**src/rtl/wave_display_multi.sv**
```systemverilog
// Multi-channel waveform renderer: reads per-channel sample RAMs per pixel
// and emits a registered trace hit flag and a priority-resolved colour.
//
// Ports:
//   clk, reset (async, active-low)
//   x[10:0], y[9:0], valid   : pixel coordinate and active-area flag
//   read_index               : finished buffer, sampled at frame start
//   mode[1:0]                : 0/3 line, 1 dot, 2 fill
//   ch_en[NUM_CH-1:0]        : live per-channel enable
//   read_address             : per-channel RAM address (all identical)
//   read_value               : per-channel RAM data, one clk after address
//   valid_pixel, r, g, b     : registered pixel result
module wave_display_multi #(
  parameter int NUM_CH   = 2,
  parameter int SAMPLE_W = 8,
  parameter int ADDR_W   = 9,
  parameter int X_START  = 256
) (
  input  logic                         clk,
  input  logic                         reset,
  input  logic [10:0]                  x,
  input  logic [9:0]                   y,
  input  logic                         valid,
  input  logic                         read_index,
  input  logic [1:0]                   mode,
  input  logic [NUM_CH-1:0]            ch_en,
  output logic [NUM_CH*ADDR_W-1:0]     read_address,
  input  logic [NUM_CH*SAMPLE_W-1:0]   read_value,
  output logic                         valid_pixel,
  output logic [7:0]                   r,
  output logic [7:0]                   g,
  output logic [7:0]                   b
);

  localparam int CW = ADDR_W - 1;
  localparam logic [SAMPLE_W-1:0] MID =
    {1'b1, {(SAMPLE_W-1){1'b0}}};

  function automatic logic [23:0] pal(input int k);
    logic [23:0] c;
    c = 24'h000000;
    unique case (1'b1)
      (k == 0): c = 24'hFFFF00;
      (k == 1): c = 24'h00FFFF;
      (k == 2): c = 24'hFF00FF;
      default:  c = 24'h00FF00;
    endcase
    return c;
  endfunction

  function automatic logic on_trace(
    input logic [1:0]          m,
    input logic [SAMPLE_W-1:0] p,
    input logic [SAMPLE_W-1:0] c,
    input logic [SAMPLE_W-1:0] s
  );
    logic [SAMPLE_W-1:0] lo, hi, flo, fhi;
    logic                t;
    lo  = (p < c) ? p : c;
    hi  = (p < c) ? c : p;
    flo = (c < MID) ? c : MID;
    fhi = (c < MID) ? MID : c;
    t   = 1'b0;
    unique case (1'b1)
      (m == 2'd1): t = (s == c);
      (m == 2'd2): t = (s >= flo) && (s <= fhi);
      default:     t = (s >= lo) && (s <= hi);
    endcase
    return t;
  endfunction

  logic [10:0]         xo;
  logic                in_win, in_y, frame_start, new_col;
  logic [CW-1:0]       col;
  logic [SAMPLE_W-1:0] ys;
  logic [ADDR_W-1:0]   addr;

  logic                buf_sel_q;
  logic [CW-1:0]       last_col_q;
  logic                in_win_q, in_y_q, new_col_q, first_q;
  logic [SAMPLE_W-1:0] ys_q;

  logic [SAMPLE_W-1:0] prev_q [NUM_CH];
  logic [SAMPLE_W-1:0] cur_q  [NUM_CH];
  logic [SAMPLE_W-1:0] prev_d [NUM_CH];
  logic [SAMPLE_W-1:0] cur_d  [NUM_CH];
  logic [NUM_CH-1:0]   hit;

  logic                vp_d, vp_q;
  logic [23:0]         rgb_d, rgb_q;

  logic [1:0]          unused_bits;
  assign unused_bits = {xo[0], y[0]};

  assign xo     = x - 11'(X_START);
  assign in_win = valid && (x >= 11'(X_START)) &&
                  ((xo >> ADDR_W) == '0);
  assign col    = xo[ADDR_W-1:1];
  assign ys     = y[SAMPLE_W:1];
  assign in_y   = ((y >> (SAMPLE_W + 1)) == '0);

  assign addr = {buf_sel_q, in_win ? col : {CW{1'b0}}};
  assign read_address = {NUM_CH{addr}};

  assign frame_start = valid && (x == '0) && (y == '0);
  // column 0 always reloads so a line never links to the previous line
  assign new_col = in_win &&
                   ((col == '0) || (col != last_col_q));

  always_ff @(posedge clk or negedge reset) begin
    if (!reset) begin
      buf_sel_q  <= 1'b0;
      last_col_q <= '0;
      in_win_q   <= 1'b0;
      in_y_q     <= 1'b0;
      new_col_q  <= 1'b0;
      first_q    <= 1'b0;
      ys_q       <= '0;
    end else begin
      if (frame_start) buf_sel_q <= read_index;
      if (new_col) last_col_q <= col;
      in_win_q  <= in_win;
      in_y_q    <= in_y;
      new_col_q <= new_col;
      first_q   <= (col == '0);
      ys_q      <= ys;
    end
  end

  // read_value belongs to the pixel held in stage 1
  always_comb begin
    prev_d = prev_q;
    cur_d  = cur_q;
    hit    = '0;
    for (int k = 0; k < NUM_CH; k++) begin
      if (new_col_q) begin
        prev_d[k] = first_q ?
          read_value[k*SAMPLE_W +: SAMPLE_W] : cur_q[k];
        cur_d[k]  = read_value[k*SAMPLE_W +: SAMPLE_W];
      end
      hit[k] = ch_en[k] && in_win_q && in_y_q &&
               on_trace(mode, prev_d[k], cur_d[k], ys_q);
    end
  end

  always_comb begin
    vp_d  = 1'b0;
    rgb_d = 24'h000000;
    for (int k = NUM_CH - 1; k >= 0; k--) begin
      if (hit[k]) begin
        vp_d  = 1'b1;
        rgb_d = pal(k);
      end
    end
  end

  always_ff @(posedge clk or negedge reset) begin
    if (!reset) begin
      for (int k = 0; k < NUM_CH; k++) begin
        prev_q[k] <= '0;
        cur_q[k]  <= '0;
      end
      vp_q  <= 1'b0;
      rgb_q <= 24'h000000;
    end else begin
      for (int k = 0; k < NUM_CH; k++) begin
        prev_q[k] <= prev_d[k];
        cur_q[k]  <= cur_d[k];
      end
      vp_q  <= vp_d;
      rgb_q <= rgb_d;
    end
  end

  assign valid_pixel = vp_q;
  assign r = rgb_q[23:16];
  assign g = rgb_q[15:8];
  assign b = rgb_q[7:0];

endmodule

```
**config.mk**
```make
export PLATFORM = sky130hd
export DESIGN_NAME = wave_display_multi
export DESIGN_NICKNAME = d
export VERILOG_FILES = /design/src/rtl/wave_display_multi.sv
export SDC_FILE = /design/constraint.sdc
export NUM_CORES = 1
export LEC_CHECK = 0
export CELL_PAD_IN_SITES_DETAIL_PLACEMENT = 1
export CELL_PAD_IN_SITES_GLOBAL_PLACEMENT = 1
export CORE_MARGIN = 4
export CORE_UTILIZATION = 42
export DETAILED_ROUTE_END_ITERATION = 6
export PLACE_DENSITY = 0.9
export SYNTH_ARGS = -nofsm -noshare
export SYNTH_HDL_FRONTEND = slang
export SYNTH_SLANG_ARGS = --single-unit
```
**constraint.sdc**
```tcl
create_clock -name clk -period 6 [get_ports clk]
set_input_delay 0.9 -clock clk [delete_from_list [all_inputs] [get_ports clk]]
set_output_delay 0.9 -clock clk [all_outputs]
set_load 0.01 [all_outputs]
```
After elaboration in Yosys (flattened, before gate mapping)
Index checks and enable logic that the tools add are counted.
Word-level totals
  register bits after elaboration: 78
  input port bits: 45
  output and inout bits: 43
Cells by class
  add/sub/neg operators: 1
  magnitude comparators: 13
  eq/ne operators: 5
  muxes and demuxes: 21
  reductions and logical operators: 21
Operators with widths (number)
  2-to-1 mux 8 bit: 15
  >= comparator 8 bit: 4
  less-or-equal comparator 8 bit: 4
  2-to-1 mux 24 bit: 1
  logical NOT 11 bit: 2
  logical NOT 10 bit: 2
  == test 8 bit: 2
  < comparator 8 bit: 2
  < comparator 8 bit, second input constant: 2
  2-to-1 mux 16 bit: 1
  logical AND 1 bit: 15
  >= comparator 11 x 9 -> 1 bit, second input constant: 1
  subtractor 11 x 9 -> 11 bit, second input constant: 1
  logical NOT 8 bit: 1
  != test 8 bit: 1
  one-hot mux 1 bit (2 select lines): 2
  == test 2 x 1 -> 1 bit, second input constant: 1
  == test 2 bit, second input constant: 1
  2-to-1 mux 1 bit: 2
  logical OR 1 bit: 1

Depth between registers and ports, before layout
Gate-level depths: netlist of the first run.
  word-level depth: 10
  mapped depth: 21

Worst setup path after synthesis of the first run
No wires, ideal clock.
  path type: register -> register
  from: register new_col_q
  to: register rgb_q[15]
  arrival time: 4.381 ns
  data required time: 5.869 ns
  slack: 1.488 ns
  stages on the path, launching flop included: 21
  buffers on the path: 5
  clock period less this slack: 4.512 ns
  cells stage by stage: dfrtp_1 > buf_2 > buf_4 > buf_2 > clkbuf_1 > nor2_1 > a21oi_1 > ha_1 > a21o_1 > a21oi_1 > o21ai_0 > a211oi_2 > buf_6 > mux2i_1 > ha_1 > nand2b_1 > a21o_1 > a2111oi_0 > o31a_1 > a2111oi_4 > o21bai_1
RTL lines
  start, declared: line 80  | logic in_win_q, in_y_q, new_col_q, first_q;
  start signal, assigned: line 124  | new_col_q <= new_col;
  end signal, assigned: line 171  | rgb_q <= rgb_d;
  end, declared: line 90  | logic [23:0] rgb_d, rgb_q;

Worst setup path after layout of the first run
  from: register new_col_q
  to: register rgb_q[15]
RTL lines
  2-to-1 mux 8 bit: line 136  | if (new_col_q) begin
  < comparator 8 bit (on tied branches)
  2-to-1 mux 8 bit (on tied branches)
  >= comparator 8 bit, or another cell as far along: line 67  | default: t = (s >= lo) && (s <= hi);
  logical AND 1 bit (on tied branches): line 67, 66
  one-hot mux 1 bit (2 select lines) (*): line 64  | unique case (1'b1)
  logical AND 1 bit (*): line 141  | hit[k] = ch_en[k] && in_win_q && in_y_q &&
  named net hit[0]: line 87  | logic [NUM_CH-1:0] hit;
  2-to-1 mux 24 bit (*): line 150  | if (hit[k]) begin
The timed path passes the listed nets; every way through them passes the cells marked *.
A chain may end at the register's enable or synchronous reset.

==> metrics.txt, run 1 <==
# nets final=694; sequential-to-total area share from yosys stat=between 20 and 30%; First-pass DRT Iterations=4; Root Driver=clkbuf_16; routed len/inst=19.55 µm; total of max-cap violations=0; CTS Buffer Depth=2; final setup margin=roughly 1.0 ns; worst vdd ir=0.0001911 V; CP Capture Type=flop; status=complete, no violations; clk slew on worst S/H paths=0.08 ns; setup bufs post-CTS=0; htree depth=2; synth unique cells=53; Place WS=a little over 0.9 ns; gr ovfl total=0; GRT Overall Usage=a little over a fifth; pin count of the biggest net entering global routing=57; mapped cell area=~5000 µm²; Static Leak=0.002642 µW; critical path required time=6.16 ns; setup TNS=0 ns; initial core utilization=43.32%; HPWL Detailed=10820 µm; Avg Inst Size Synth=9.747 µm²; CP delay by family, top=compound AO/OA/AOI/OAI gates; Worst EP arrival=a little over 5 ns; Slew headroom=30.68%; PD cells=~370 nW/µm²; commonest non-fill, non-tap cells in the layout=clkdlybuf4s50_1 (86), ha_1 (81), dfrtp_1 (55); Synth top area share=27.97%; area delta synth->final=18.36%; fin crit period=4.953 ns; setup violators final=0; final hold violations=0; HP Class=flop to flop; Worst Clk Skew=~0.0047 ns; Clock Latency Late Sink=0.30 ns; Synth Warn #=0; syn nets=between 600 and 700; CP Launch Type=flop; Die Wd=117.2 µm; largest cells by area after synthesis=dfrtp_1 (28%), ha_1 (20%), mux2i_1 (10%); slowest stage delay, CP=1.01 ns; Post-CTS Hold Buffers=0; final hold slack=0.5254 ns; vias in the first global route=4633; share of layout cells above drive strength 1=between 8 and 9%; DRT iter0 DRCs=213; CP bufs+invs=1; Synth async-reset ratio=100.0%; pins over their slew limit=0; Vias per Instance=approximately 5.7; first-pass GRT wire length=22570 µm; Synth area leader=dfrtp_1; Placer Congestion=0.8567; RSZ-0062 raised after global routing=no; Inserted Clock Buffers=5; period utilisation layout=just over 80%; CTS tree=yes; CORE AREA=between 10000 and 15000 µm²; Die Ht=roughly 120 µm; via count=about 4100; #FFs+latches synth=56; CP max stage cell=dfrtp_2; FILL cells=1279; post-cts repair resize count=0; area of the die=13740 µm²; worst slew pin tran=1.040 ns; antenna fix cells=0; # port buffers=87; Routed WL=13920 µm; # DRC=0; Max Clk Rate=201.9 MHz; CTS Sinks=56; antenna-violating nets left=0; critical path, cell by cell=mux2i_1, ha_1, and3_1, a211oi_2, buf_4, mux2i_1, ha_1, nand2b_1, a21o_1, a2111oi_0, o31a_1, a2111oi_4, o21bai_1; Syn Inst Count=between 500 and 600; boundary pin count=88; initial antenna violation count=0; CP Max Fanout=50; most common cell after layout, fill and taps aside=clkdlybuf4s50_1; kind of critical path=flop to flop; Post-synth top flop=dfrtp_1; number of synthesized flops with an enable pin=0; row cnt=39
-- layout make-up --
class | instances | area (µm²) | area share (%)
multi-input combinational | 388 | 3206 | 54.06
timing repair buffer | 90 | 888.4 | 14.98
clock inverter | 3 | 27.53 | 0.4642
clock buffer | 5 | 125.1 | 2.110
inverter | 27 | 101.3 | 1.709
sequential | 56 | 1403 | 23.65
tap | 143 | 178.9 | 3.018
-- synthesized netlist by cell type (5+ instances only) --
| cell | number |
|---|---|
| nor2_1 | 27 |
| mux2_2 | 18 |
| nand2_1 | 35 |
| a21o_1 | 12 |
| nand4_1 | 12 |
| mux2i_1 | 51 |
| o211ai_1 | 5 |
| o21ai_0 | 15 |
| xnor2_1 | 7 |
| and2_2 | 6 |
| inv_1 | 25 |
| dfrtp_1 | 56 |
| a21oi_1 | 38 |
| xor2_1 | 15 |
| nand2b_1 | 8 |
| ha_1 | 81 |
| nand3_1 | 6 |
| nor3_1 | 5 |
| nor4_1 | 6 |
| nor2b_1 | 6 |
| buf_4 | 34 |
-- metrics by stage --
step / total power [µW] / area (µm²) / util (%) / instances
global placement: 1753 / 5777 / 49.95 / 704
detailed placement: 1897 / 5777 / 49.95 / 704
CTS: 2228 / 5929 / 51.27 / 712
global route: 2416 / 5929 / 51.27 / 712
floorplan: 1533 / 5010 / - / 514
finish: 2212 / 5929 / 51.27 / 712
-- flip-flops by register name, indices dropped and copies added, names as in the netlist --
signal,cells
last_col_q,8
buf_sel_q,1
prev_q,16
ys_q,8
in_y_q,1
rgb_q,3
cur_q,16
in_win_q,1
first_q,1
new_col_q,1
-- final timing paths --
check / to / start / cells after the start / slack, ns
min reg2reg: last_col_q[2]$_DFFE_PN0P_ / last_col_q[2]$_DFFE_PN0P_ / 1 / 0.53
max in group asynchronous: new_col_q$_DFF_PN0_ / reset / 2 / 4.75
min in group asynchronous: buf_sel_q$_DFFE_PN0P_ / reset / 2 / 0.73
min: last_col_q[2]$_DFFE_PN0P_ / last_col_q[2]$_DFFE_PN0P_ / 1 / 0.53
max reg2reg: rgb_q[15]$_DFF_PN0_ / new_col_q$_DFF_PN0_ / 13 / 1.05
max: rgb_q[15]$_DFF_PN0_ / new_col_q$_DFF_PN0_ / 13 / 1.05
-- per-layer routing --
layer	part of all wire, %	vias up	global-route usage, %
met3	5.8	20	3.907
met4	1.7	0	6.040
li1	-	1924	-
met2	48	126	37.29
met1	44	1992	26.10
met5	0	-	0
-- kinds of logic after synthesis --
kind of cell | after synthesis | synth area share, %
AOI/OAI and AO/OA | 91 | 12.09
xor gates and xnor gates | 22 | 3.846
adders and majority gates | 81 | 20.23
buffers and inverters | 70 | 8.042
DFF | 56 | 27.97
muxes | 72 | 15.28
and+or+nand+nor | 122 | 12.54
-- report_power, final --
group          switching (µW)  internal [µW]
clock network             154            159
registers                61.4            470
logic                     758            609
Note: power is estimated with default switching activity, not from simulation.
==> inputs of run 2 (changes only) <==
==> constraint.sdc (replaced) <==
create_clock -name clk -period 4.59 [get_ports clk]
set_input_delay 0.6885 -clock clk [delete_from_list [all_inputs] [get_ports clk]]
set_output_delay 0.6885 -clock clk [all_outputs]
set_load 0.01 [all_outputs]
==> metrics.txt, run 2 (synthesis results as in run 1) <==
Root Driver=clkbuf_16; Static Leak=0.002720 µW (+2.9%); area of the die=13740 µm² (unchanged); CP Launch Type=input port; first-pass GRT wire length=22510 µm (-0.27%); setup violators final=0 (unchanged); CTS Sinks=56 (unchanged); Worst Clk Skew=0.01166 ns (+0.006932 ns); First-pass DRT Iterations=5 (+1); Placer Congestion=0.8558 (-0.11%); via count=4132 (+1.7%); CP Max Fanout=7 (-86%); row cnt=39 (unchanged); GRT Overall Usage=20.70% (-0.37 points); final hold violations=0 (unchanged); RSZ-0062 raised after global routing=no; final hold slack=0.5175 ns (-0.007866 ns); commonest non-fill, non-tap cells in the layout=clkdlybuf4s50_1 (86), ha_1 (81), dfrtp_1 (54); CORE AREA=11560 µm² (unchanged); Max Clk Rate=228.9 MHz; Post-CTS Hold Buffers=0 (unchanged); status=complete, no violations; share of layout cells above drive strength 1=11.11% (+2.7 points); FILL cells=1305 (+2.0%); Clock Latency Late Sink=0.30 ns (about the same); total of max-cap violations=0 (unchanged); top flop regs=cur_q: 16 flops, prev_q: 16 flops; initial core utilization=43.32% (unchanged); Core Util, Final=52.43% (+1.2 points); final setup margin=0.2210 ns (-0.8257 ns); Worst EP arrival=4.55 ns (-0.56 ns); fin crit period=4.369 ns; HPWL Detailed=10980 µm (+1.4%); critical path required time=4.77 ns (-1.39 ns); antenna-violating nets left=0 (unchanged); most common cell after layout, fill and taps aside=clkdlybuf4s50_1; Die Wd=117.2 µm (unchanged); htree depth=2 (unchanged); GR Layer Usage met2=36.84% (-0.45 points); PD cells=492.3 nW/µm² (+32%); DRT iter0 DRCs=233 (+9.4%); # DRC=0 (unchanged); CTS tree=yes; worst slew pin tran=0.7192 ns (-0.3207 ns); clk slew on worst S/H paths=0.08 ns (about the same); HP Class=input port to async pin; kind of critical path=input port to flop; period utilisation layout=95.18%; CTS Buffer Depth=2 (unchanged); area delta synth->final=21.03%; pin count of the biggest net entering global routing=57 (unchanged); Inserted Clock Buffers=5 (unchanged); final non-filler cell total=728 (+2.2%); boundary pin count=88 (unchanged); GR Util met1=26.01% (-0.091 points); Place WS=-0.06445 ns (-0.9986 ns); global routing's busiest layer=met2; Vias per Instance=5.676 (-0.51%); gr ovfl total=0 (unchanged); vias in the first global route=4607 (-0.56%); initial antenna violation count=0 (unchanged); CP Capture Type=flop; # nets final=710 (+2.3%); antenna fix cells=0 (unchanged); Slew headroom=52.05% (+21 points); grt met3 use=3.753% (-0.15 points); routed len/inst=19.00 µm (-2.8%); Placed Instances=717 (+1.8%); Routed WL=13830 µm (-0.62%); # port buffers=87 (unchanged); pins over their slew limit=0 (unchanged); Die Ht=117.2 µm (unchanged); worst vdd ir=0.0001954 V (+2.2%)
[run 2: cell count changes in the layout (fill, tap and decap cells not counted), sizes merged]
cell | before | now
clkbuf | 5 | 6
buf | 4 | 20
inv | 26 | 25
[run 2: routing by layer]
metal	routed length (µm)	share of wire (%)
met3	720	5.2
met1	6130	44
met4	180	1.3
met5	0	0
met2	6799	49
[run 2: area by class of cell]
class,instances,area [µm²],share of cell area (%)
tap,143,178.9,2.951
clock buffer,6,128.9,2.125
multi-input combinational,388,3211,52.95
inverter,27,101.3,1.671
sequential,56,1406,23.19
timing repair buffer,106,1021,16.84
clock inverter,2,16.27,0.2683
[run 2: metrics by stage]
step	total power, µW	area, µm²	TNS (ns)
global route	3245	6063	0
CTS	2923	6020	0
finish	2985	6063	0
floorplan	2004	5010	0
global placement	2339	5874	0
detailed placement	2517	5874	-0.1270
[run 2: power by group]
group / switching, µW / internal (µW)
Sequential: 76.2 / 615
Combinational: 1020 / 888
Clock: 185 / 204
Total: 1280 / 1710
[run 2: what timing repair did]
item | 4_1_cts | 5_1_grt
setup buffers | 0 | 3
gates resized for setup | 0 | 4
hold endpoints to repair | 0 | 0
endpoints found under the setup margin | 0 | 2
[run 2: final timing paths]
check | from | endpoint | slack (ns) | cells after the start
max | read_value[3] | rgb_q[7]$_DFF_PN0_ | 0.22 | 16
min | reset | buf_sel_q$_DFFE_PN0P_ | 0.52 | 2
max reg2reg | new_col_q$_DFF_PN0_ | rgb_q[7]$_DFF_PN0_ | 0.30 | 15
min reg2reg | last_col_q[2]$_DFFE_PN0P_ | last_col_q[2]$_DFFE_PN0P_ | 0.52 | 1
max in group asynchronous | reset | new_col_q$_DFF_PN0_ | 3.53 | 2
min in group clk | last_col_q[2]$_DFFE_PN0P_ | last_col_q[2]$_DFFE_PN0P_ | 0.52 | 1
[run 2: critical path, stage by stage]
cell	delay, ns
clkdlybuf4s50_1	0.51
mux2_2	0.28
inv_1	0.08
ha_1	0.30
a21o_1	0.18
a21oi_1	0.13
o21ai_0	0.12
a211oi_2	0.31
buf_4	0.22
mux2i_1	0.22
ha_1	0.26
a21o_1	0.16
a2111oi_1	0.42
o31a_1	0.25
a2111oi_4	0.07
nor3_1	0.34
==> inputs of run 3 (changes only) <==
--- a/config.mk
+++ b/config.mk
@@ -5,7 +5,7 @@
 export SDC_FILE = /design/constraint.sdc
 export NUM_CORES = 1
 export LEC_CHECK = 0
-export CELL_PAD_IN_SITES_DETAIL_PLACEMENT = 1
+export CELL_PAD_IN_SITES_DETAIL_PLACEMENT = 0
 export CELL_PAD_IN_SITES_GLOBAL_PLACEMENT = 1
 export CORE_MARGIN = 4
 export CORE_UTILIZATION = 42
==> metrics.txt, run 3 (synthesis results as in run 1) <==
CP Launch Type=flop; critical path required time=4.80 ns (+0.03 ns); RR Endpoint=rgb_q[7]$_DFF_PN0_; area of the die=13740 µm² (unchanged); CTS Sinks=56 (unchanged); vias in the first global route=4187 (-9.1%); HPWL Detailed=9190 µm (-16%); boundary pin count=88 (unchanged); Vias per Instance=5.476 (-3.5%); row cnt=39 (unchanged); Die Wd=117.2 µm (unchanged); Routed WL=11560 µm (-16%); Pwr Total=2800 µW (-6.2%); initial core utilization=43.32% (unchanged); Switching Fraction=41.49% (-1.3 points); status=complete, no violations; R2R Path Start=first_q$_DFF_PN0_; CORE AREA=11560 µm² (unchanged); CTS tree=yes; worst slew pin tran=0.7257 ns (+0.006523 ns); fin crit period=4.164 ns (-0.2047 ns); Post-CTS Hold Buffers=0 (unchanged); total of max-cap violations=0 (unchanged); logic gate share of total power=61.8% (-2.0 points); CP Capture Type=flop; top flop regs=cur_q: 16 flops, prev_q: 16 flops; Worst Clk Skew=0.007344 ns (-0.004321 ns); # DRC=0 (unchanged); Slew headroom=51.62% (-0.43 points); Int Power=1638 µW (-4.0%); PD cells=465.1 nW/µm² (-5.5%); Clock Latency Late Sink=0.29 ns (about the same); Placer Congestion=0.8558 (unchanged); GRT Overall Usage=17.65% (-3.1 points); R2R Setup Slk=0.43 ns (+0.13 ns); Net Sw Power=1162 µW (-9.0%); antenna fix cells=0 (unchanged); CTS Buffer Depth=2 (unchanged); First-pass DRT Iterations=4 (-1); Die Ht=117.2 µm (unchanged); share of layout cells above drive strength 1=10.48% (-0.63 points); setup bufs post-CTS=0 (unchanged); pin count of the biggest net entering global routing=57 (unchanged); power share of the clock group=13.7% (+0.7 points); # nets final=707 (-0.42%); gr ovfl total=0 (unchanged); commonest non-fill, non-tap cells in the layout=clkdlybuf4s50_1 (86), ha_1 (81), dfrtp_1 (55); Worst EP arrival=4.37 ns (-0.18 ns); Static Leak=0.002705 µW (-0.53%); setup violators final=0 (unchanged); r2r worst-path depth=16 (+1); crit path capture=rgb_q[7]$_DFF_PN0_; Reg power frac=24.5% (+1.3 points); worst vdd ir=0.0001842 V (-5.7%); DRT iter0 DRCs=200 (-14%); # port buffers=87 (unchanged); CP Max Fanout=12 (+5); clk slew on worst S/H paths=0.07 ns (about the same); kind of critical path=flop to flop; via count=3970 (-3.9%); period utilisation layout=90.72% (-4.5 points); initial antenna violation count=0 (unchanged); RSZ-0062 raised after global routing=no; routed len/inst=15.94 µm (-16%); most common cell after layout, fill and taps aside=clkdlybuf4s50_1; area delta synth->final=20.18%; Max Clk Rate=240.1 MHz (+4.9%); antenna-violating nets left=0 (unchanged); pins over their slew limit=0 (unchanged); Inserted Clock Buffers=5 (unchanged); first-pass GRT wire length=19450 µm (-14%); HP Class=input port to async pin; Root Driver=clkbuf_16; final hold violations=0 (unchanged); post-cts repair resize count=0 (unchanged); setup TNS=0 ns (unchanged); htree depth=2 (unchanged); critical path launch point=first_q$_DFF_PN0_
==> run 3: metal layers <==
| metal | wire length, µm | vias to the layer above | share of wire [%] | global-route usage [%] |
|---|---|---|---|---|
| li1 | - | 1958 | - | - |
| met3 | 739 | 13 | 6.4 | 3.650 |
| met2 | 5042 | 123 | 44 | 29.15 |
| met4 | 203 | 0 | 1.8 | 4.281 |
| met1 | 5575 | 1876 | 48 | 23.74 |
| met5 | 0 | - | 0 | 0 |
==> run 3: worst max-delay path, cell delays in order (launching register included) <==
cell	delay [ns]
dfrtp_1	0.81
buf_4	0.26
mux2i_1	0.07
a21oi_1	0.35
ha_1	0.30
o21ai_0	0.14
nand2b_1	0.07
a21oi_1	0.16
a31o_2	0.36
mux2i_1	0.24
ha_1	0.26
nor2b_1	0.13
o21a_1	0.16
o21ai_0	0.15
a21oi_1	0.09
or3_1	0.39
nor3_1	0.14
==> run 3: stage by stage <==
| stage | cells | worst slack [ns] | hold WS [ns] | cell area [µm²] | utilization [%] |
|---|---|---|---|---|---|
| global placement | 717 | 0.2678 | 0.4904 | 5874 | 50.80 |
| global route | 725 | 0.07083 | 0.5461 | 6021 | 52.06 |
| detailed placement | 717 | 0.1842 | 0.5166 | 5874 | 50.80 |
| floorplan | 514 | 0.07794 | 0.3929 | 5010 | - |
| finish | 725 | 0.4258 | 0.5176 | 6021 | 52.06 |
| CTS | 725 | 0.3897 | 0.5315 | 6021 | 52.06 |
==> run 3: worst min-delay path by stage <==
stage | from | to | slack, ns | cells past startpoint
finish | reset | buf_sel_q$_DFFE_PN0P_ | 0.52 | 2
global route | last_col_q[5]$_DFFE_PN0P_ | last_col_q[5]$_DFFE_PN0P_ | 0.55 | 1
CTS | last_col_q[2]$_DFFE_PN0P_ | last_col_q[2]$_DFFE_PN0P_ | 0.53 | 1
detailed placement | last_col_q[2]$_DFFE_PN0P_ | last_col_q[2]$_DFFE_PN0P_ | 0.52 | 1
global placement | last_col_q[2]$_DFFE_PN0P_ | last_col_q[2]$_DFFE_PN0P_ | 0.49 | 1
floorplan | reset | buf_sel_q$_DFFE_PN0P_ | 0.39 | 0
==> run 3: power by group through the flow <==
stage | logic, µW | clock network [µW] | registers [µW]
after floorplan | 1330 | 0 | 674
final | 1730 | 383 | 685
after global routing | 1960 | 412 | 701
after CTS | 1740 | 392 | 686
after detailed placement | 1730 | 0 | 697
after global placement | 1650 | 0 | 689
==> run 3: final cells by class <==
cell class	instances	area, µm²
inverter	27	101.3
tap	143	178.9
clock inverter	3	21.27
timing repair buffer	103	985.9
clock buffer	5	125.1
multi-input combinational	388	3206
sequential	56	1403
fill	1042	5544
